<file path="config.mk">
export PLATFORM = sky130hd
export DESIGN_NAME = floo_ring_on_mesh_mcast_fork
export DESIGN_NICKNAME = d
export VERILOG_FILES = /design/src/rtl/floo_ring_on_mesh_mcast_fork.sv
export SDC_FILE = /design/constraint.sdc
export NUM_CORES = 1
export LEC_CHECK = 0
export ABC_AREA = 1
export BUFFER_PORTS_ARGS = -buffer_cell sky130_fd_sc_hd__buf_2
export CAP_MARGIN = 40
export CORE_MARGIN = 2
export CORE_UTILIZATION = 51
export DETAILED_ROUTE_END_ITERATION = 12
export PLACE_DENSITY_LB_ADDON = 0.2
export SYNTH_ARGS = -nofsm -noshare
export SYNTH_HDL_FRONTEND = slang
export SYNTH_SLANG_ARGS = --single-unit
</file>
<file path="constraint.sdc">
create_clock -name clk_i -period 1.5 [get_ports clk_i]
set_input_delay 0 -clock clk_i [delete_from_list [all_inputs] [get_ports clk_i]]
set_output_delay 0 -clock clk_i [all_outputs]
set_load 0.02 [all_outputs]
</file>
<file path="src/rtl/floo_ring_on_mesh_mcast_fork.sv">
// ---------------------------------------------------------------------------
// floo_ring_on_mesh_mcast_fork
//
// Replicates one ring-on-mesh flit onto every output port set in a (possibly
// multi-hot) route mask. Each port handshakes on its own. Ports that have
// already accepted the current flit are remembered in sent_q, so a port never
// receives the same flit twice. The input flit retires only once every
// selected port has taken it. An empty mask drops the flit and bumps a counter.
//
// Handshake: a transfer on a port happens in a cycle where valid and ready are
// both high. valid never waits for ready and is never withdrawn before it is
// accepted. ready_o means the input flit is consumed in this cycle.
//
// Ports:
//   clk_i, rst_i   clock, asynchronous active-high reset
//   valid_i        input flit valid
//   ready_o        input flit consumed this cycle (combinational from ready_i)
//   channel_i      input flit
//   route_sel_i    route mask (bit0 = eject)
//   valid_o        per-port valid
//   ready_i        per-port ready
//   channel_o      flit shared by all ports (pass-through)
//   drop_cnt_o     saturating count of flits retired with an empty mask
//   mcast_cnt_o    saturating count of flits retired with >1 mask bit set
//   sel_err_o      sticky: route mask changed, or valid dropped, mid-fork
//
// Debug: the FSM state is derived from sent_q. It is visible as the signal
// 'state' (IDLE / PARTIAL) and as the register sent_q.
// ---------------------------------------------------------------------------
module floo_ring_on_mesh_mcast_fork #(
  parameter int unsigned NumRoutes = 5,
  parameter type         flit_t    = logic,
  parameter int unsigned CntWidth  = 16
) (
  input  logic                 clk_i,
  input  logic                 rst_i,
  input  logic                 valid_i,
  output logic                 ready_o,
  input  flit_t                channel_i,
  input  logic [NumRoutes-1:0] route_sel_i,
  output logic [NumRoutes-1:0] valid_o,
  input  logic [NumRoutes-1:0] ready_i,
  output flit_t                channel_o,
  output logic [CntWidth-1:0]  drop_cnt_o,
  output logic [CntWidth-1:0]  mcast_cnt_o,
  output logic                 sel_err_o
);

  typedef enum logic {IDLE = 1'b0, PARTIAL = 1'b1} state_e;

  localparam logic [NumRoutes-1:0] OneSel = NumRoutes'(1);
  localparam logic [CntWidth-1:0]  OneCnt = CntWidth'(1);

  state_e               state;
  logic [NumRoutes-1:0] sent_q, sent_d;
  logic [NumRoutes-1:0] sel_q, sel_d;
  logic                 sel_err_q, sel_err_d;
  logic [CntWidth-1:0]  drop_cnt_q, mcast_cnt_q;

  logic [NumRoutes-1:0] vld, hs;
  logic                 done, retire, is_drop, is_mcast;

  // Combinational datapath and next-state logic.
  always_comb begin
    state     = (sent_q == '0) ? IDLE : PARTIAL;
    vld       = {NumRoutes{valid_i}} & route_sel_i & ~sent_q;
    hs        = vld & ready_i;
    // A port is finished if it is not selected, was served earlier, or is
    // being served now. The flit is done when every port is finished.
    done      = &(~route_sel_i | sent_q | hs);
    retire    = valid_i & done & ~rst_i;
    is_drop   = (route_sel_i == '0);
    // Clearing the lowest set bit leaves something only if >1 bit was set.
    is_mcast  = |(route_sel_i & (route_sel_i - OneSel));

    sent_d    = sent_q;
    sel_d     = sel_q;
    sel_err_d = sel_err_q;
    unique case (state)
      IDLE: begin
        if (valid_i && !done && (hs != '0)) begin
          sent_d = hs;
          sel_d  = route_sel_i;
        end
      end
      PARTIAL: begin
        sent_d = done ? '0 : (sent_q | hs);
        // Upstream must hold the flit and its mask steady until it retires.
        // The fork keeps following the live mask after flagging the error.
        if ((route_sel_i != sel_q) || !valid_i) sel_err_d = 1'b1;
      end
      default: sent_d = '0;
    endcase

    // Outputs are held low while reset is asserted.
    valid_o   = rst_i ? '0 : vld;
    ready_o   = retire;
    channel_o = channel_i;
  end

  always_ff @(posedge clk_i or posedge rst_i) begin
    if (rst_i) begin
      sent_q      <= '0;
      sel_q       <= '0;
      sel_err_q   <= 1'b0;
      drop_cnt_q  <= '0;
      mcast_cnt_q <= '0;
    end else begin
      sent_q    <= sent_d;
      sel_q     <= sel_d;
      sel_err_q <= sel_err_d;
      if (retire && is_drop && (drop_cnt_q != '1))
        drop_cnt_q <= drop_cnt_q + OneCnt;
      if (retire && is_mcast && (mcast_cnt_q != '1))
        mcast_cnt_q <= mcast_cnt_q + OneCnt;
    end
  end

  assign drop_cnt_o  = drop_cnt_q;
  assign mcast_cnt_o = mcast_cnt_q;
  assign sel_err_o   = sel_err_q;

endmodule

</file>
==> reports/results.md <==
- **clock net sink count** 43
- **initial antenna violation count** 0
- **cell accounting for the most synthesized area** sky130_fd_sc_hd__dfrtp_1
- **#FFs+latches synth** 43
- **maximum number of buffers from clock root to sink** 2
- **final hold violation count** 0
- **transition time at the pin with the least slew margin** 327 ps
- **number of nets still failing antenna checks after routing** 0
- **Remaining DRCs** 0
- **Row Count** 27
- **detailed-route wire length** 7.34 mm
- **most used standard cell by instance count after synthesis** sky130_fd_sc_hd__nand2_1
- **switching component of the power** 1.27 mW
- **area delta synth->final** 27.0%
- **share of total power in the clock network** 25.1%
- **number of top-level design ports** 54
- **Die W** 80.8 um
- **internal power** 2.32 mW
- **pin count of the biggest net entering global routing** 44
- **ys async rst share** 100%
- **Clk Latency, worst-skew pair** 310 ps
- **first-pass GRT wire length** 12.0 mm
- **most frequent cells after synthesis** sky130_fd_sc_hd__nand2_1, sky130_fd_sc_hd__dfrtp_1, sky130_fd_sc_hd__nor2_1, sky130_fd_sc_hd__nand3_1, sky130_fd_sc_hd__inv_1
- **number of pins exceeding their max-slew limit in the final report** 0
- **EDFF count, synth** 0
- **Final Wtd Congestion** 0.869
- **clock slew seen by the registers of the worst setup and hold paths** 70 ps
- **Clock Root Buffer** sky130_fd_sc_hd__clkbuf_8
- **outcome** finished clean
- **via density per instance** 5.16
- **# diodes** 0
- **Pleak** 1.98 nW
- **Post-synth top flop** sky130_fd_sc_hd__dfrtp_1
- **total area of multi-input combinational cells** 1840 um2
- **area of all placed cells without fillers** 3820 um2
- **Data arrival, critical path** 1450 ps
- **Req. time, crit path** 1500 ps
- **fraction of power consumed by combinational cells** 33.8%
- **Post-Syn Nets** 409
- **proportion of power drawn by flip-flops and latches** 41.1%
- **half-perimeter wire length after placement** 5.14 mm
- **Post-Synthesis Mean Instance Area** 7.65 um2
- **number of nets in the layout** 497
- **overall die area** 6520 um2
- **clock period minus final worst setup slack** 1450 ps
- **Sw Ratio** 35.4%
- **H-tree depth reported by CTS** 2
- **type of the worst setup path** register to output pin
- **synthesized area** 3010 um2
- **die outline height** 80.8 um
- **number of fillers in the final layout** 497
- **power density over the cells** 942 nW/um2
- **fraction of final layout cells sized beyond drive strength 1** 34.4%
- **setup skew after layout** 13.4 ps
- **# setup viols final** 0
- **via count of the routed design** 2861
- **type of the worst min-delay path** input pin to output pin
- **element type at the critical path end** output pin
- **critical path launch point type** register
- **TritonCTS buffer count** 5
- **clock tree from TritonCTS** done
- **share of the synthesized area in the top cell type** 35.8%
- **number of I/O port buffers** 51
- **number of search-and-repair iterations in the first detailed-routing pass** 4
- **wire per inst** 13.2 um
- **Final Power** 3.59 mW
- **unrepaired setup endpoints after global routing** true
- **maximum clock frequency** 689 MHz
- **number of global-route vias before repair** 2652
- **register area** 1090 um2
- **starting utilization of the core area** 53.6%
- **top cells by area, synth** sky130_fd_sc_hd__dfrtp_1, sky130_fd_sc_hd__nand2_1, sky130_fd_sc_hd__nand3_1, sky130_fd_sc_hd__nor2_1, sky130_fd_sc_hd__nand3_2
- **core region area** 5610 um2
- **tightest hold margin** 0.0593 ps
- **crit share post-route** 96.8%
- **overall track demand over capacity in global routing** 23.5%
- **Post-DP Area** 3540 um2
- **Post-Syn Instances** 393
- **worst relative slew slack** 78.0%
- **DRT iter0 DRCs** 142
- **Unique masters post-synth** 30
- **share of synthesized area occupied by flip-flops and latches** 35.8%
- **Syn. warnings** 0
- **count of maximum capacitance violations** 0
- **Max FO, Critical Path** 3
- **Overflow after GRT** 0
- **maximum ir drop on the vdd rail** 0.000695 V
==> flip-flops by register name (all words and copies together) (netlist names) <==
register and count:
sent_q 5, mcast_cnt_o 16, sel_q 5, drop_cnt_o 16
sel_err_o 1
==> per-stage QoR <==
| stage | worst slack (ps) | utilization [%] | TNS (ps) | std cells |
|---|---|---|---|---|
| after floorplan | 1.30 | - | 0 | 393 |
| after global placement | 58.3 | 63.2 | 0 | 536 |
| after detailed placement | -21.5 | 63.2 | -40.3 | 536 |
| after CTS | 12.7 | 65.7 | 0 | 547 |
| after global routing | -18.0 | 68.1 | -131 | 554 |
| final | 48.3 | 68.1 | 0 | 554 |
==> kinds of logic after synthesis <==
group,after synthesis,share of synthesized area [%]
simple gates,272,46.7
flops,43,35.8
buf+inv,42,7.66
fa+ha+maj,2,0.833
compound gates,8,1.42
xor+xnor,26,7.58
==> metal layers <==
metal | vias up | track usage [%] | routed length (um)
met5 | - | 0 | 0
li1 | 1436 | - | -
met3 | 9 | 4.22 | 248
met2 | 51 | 39.3 | 3530
met1 | 1365 | 31.2 | 3470
met4 | 0 | 7.46 | 92
==> timing repair <==
item,4_1_cts,5_1_grt
setup endpoints to repair,13,38
hold buffers,1,0
setup buffers,2,5
gates cloned,0,2
pin swaps,3,9
endpoints found under the hold margin,43,0
resized for setup,0,20
==> final timing paths <==
kind,cells past startpoint,slack [ps],endpoint,from
max,7,50,ready_o,sent_q[1]$_DFFE_PP0P_
min in group asynchronous,4,300,sel_q[3]$_DFFE_PP0P_,rst_i
min,0,0.06,channel_o,channel_i
max in group asynchronous,4,970,mcast_cnt_o[0]$_DFFE_PP0P_,rst_i
max reg2reg,8,50,drop_cnt_o[1]$_DFFE_PP0P_,sent_q[4]$_DFFE_PP0P_
min reg2reg,1,480,sel_err_o$_DFFE_PP0P_,sel_err_o$_DFFE_PP0P_
==> cell usage in the layout (no fill, tap or decap), types with 2 or more instances in the layout <==
master	Yosys	routed
sky130_fd_sc_hd__nor2_8	3	3
sky130_fd_sc_hd__buf_2	0	50
sky130_fd_sc_hd__ha_4	0	2
sky130_fd_sc_hd__clkbuf_8	0	5
sky130_fd_sc_hd__dfrtp_1	43	34
sky130_fd_sc_hd__buf_4	1	33
sky130_fd_sc_hd__nor3_4	0	2
sky130_fd_sc_hd__buf_12	1	2
sky130_fd_sc_hd__dfrtp_2	0	9
sky130_fd_sc_hd__nand2_2	9	16
sky130_fd_sc_hd__nand4_1	12	12
sky130_fd_sc_hd__nand4_4	2	5
sky130_fd_sc_hd__nor2_1	43	42
sky130_fd_sc_hd__nand3b_1	2	2
sky130_fd_sc_hd__buf_6	7	2
sky130_fd_sc_hd__a21oi_1	3	3
sky130_fd_sc_hd__nor3_1	2	2
sky130_fd_sc_hd__nand3_1	40	38
sky130_fd_sc_hd__inv_1	28	25
sky130_fd_sc_hd__xor2_1	14	14
sky130_fd_sc_hd__clkbuf_1	0	2
sky130_fd_sc_hd__o21ai_0	4	3
sky130_fd_sc_hd__nor2_2	6	6
sky130_fd_sc_hd__xnor2_1	12	12
sky130_fd_sc_hd__nand2_1	129	122
sky130_fd_sc_hd__nor2_4	3	4
sky130_fd_sc_hd__nand3_2	13	13
sky130_fd_sc_hd__nand3_4	2	4
sky130_fd_sc_hd__inv_2	5	7
==> power groups by stage <==
stage	logic, mW	clock network (mW)	registers, mW
after floorplan	0.718	0	1.55
after global placement	1.08	0	1.49
after detailed placement	1.10	0	1.50
after CTS	1.14	0.929	1.46
after global routing	1.37	0.971	1.49
final	1.22	0.902	1.48
==> final cells by class <==
type / count / share of cell area [%]
clock inverters: 1 / 0.787
flip-flops and latches: 43 / 28.5
multi-input cells: 310 / 48.2
well taps: 72 / 2.36
repair buffers: 88 / 15.0
clock buffers: 7 / 2.00
inverters: 33 / 3.25
==> critical path, cell delays in order (launching register included) <==
cell and delay [ps]:
sky130_fd_sc_hd__dfrtp_1 400, sky130_fd_sc_hd__nor2_2 150, sky130_fd_sc_hd__nand2_2 80, sky130_fd_sc_hd__nand2_4 100, sky130_fd_sc_hd__inv_2 60, sky130_fd_sc_hd__nand3_4 150
sky130_fd_sc_hd__inv_1 60, sky130_fd_sc_hd__buf_4 150
No activity file was read; power rests on OpenSTA's default activity.
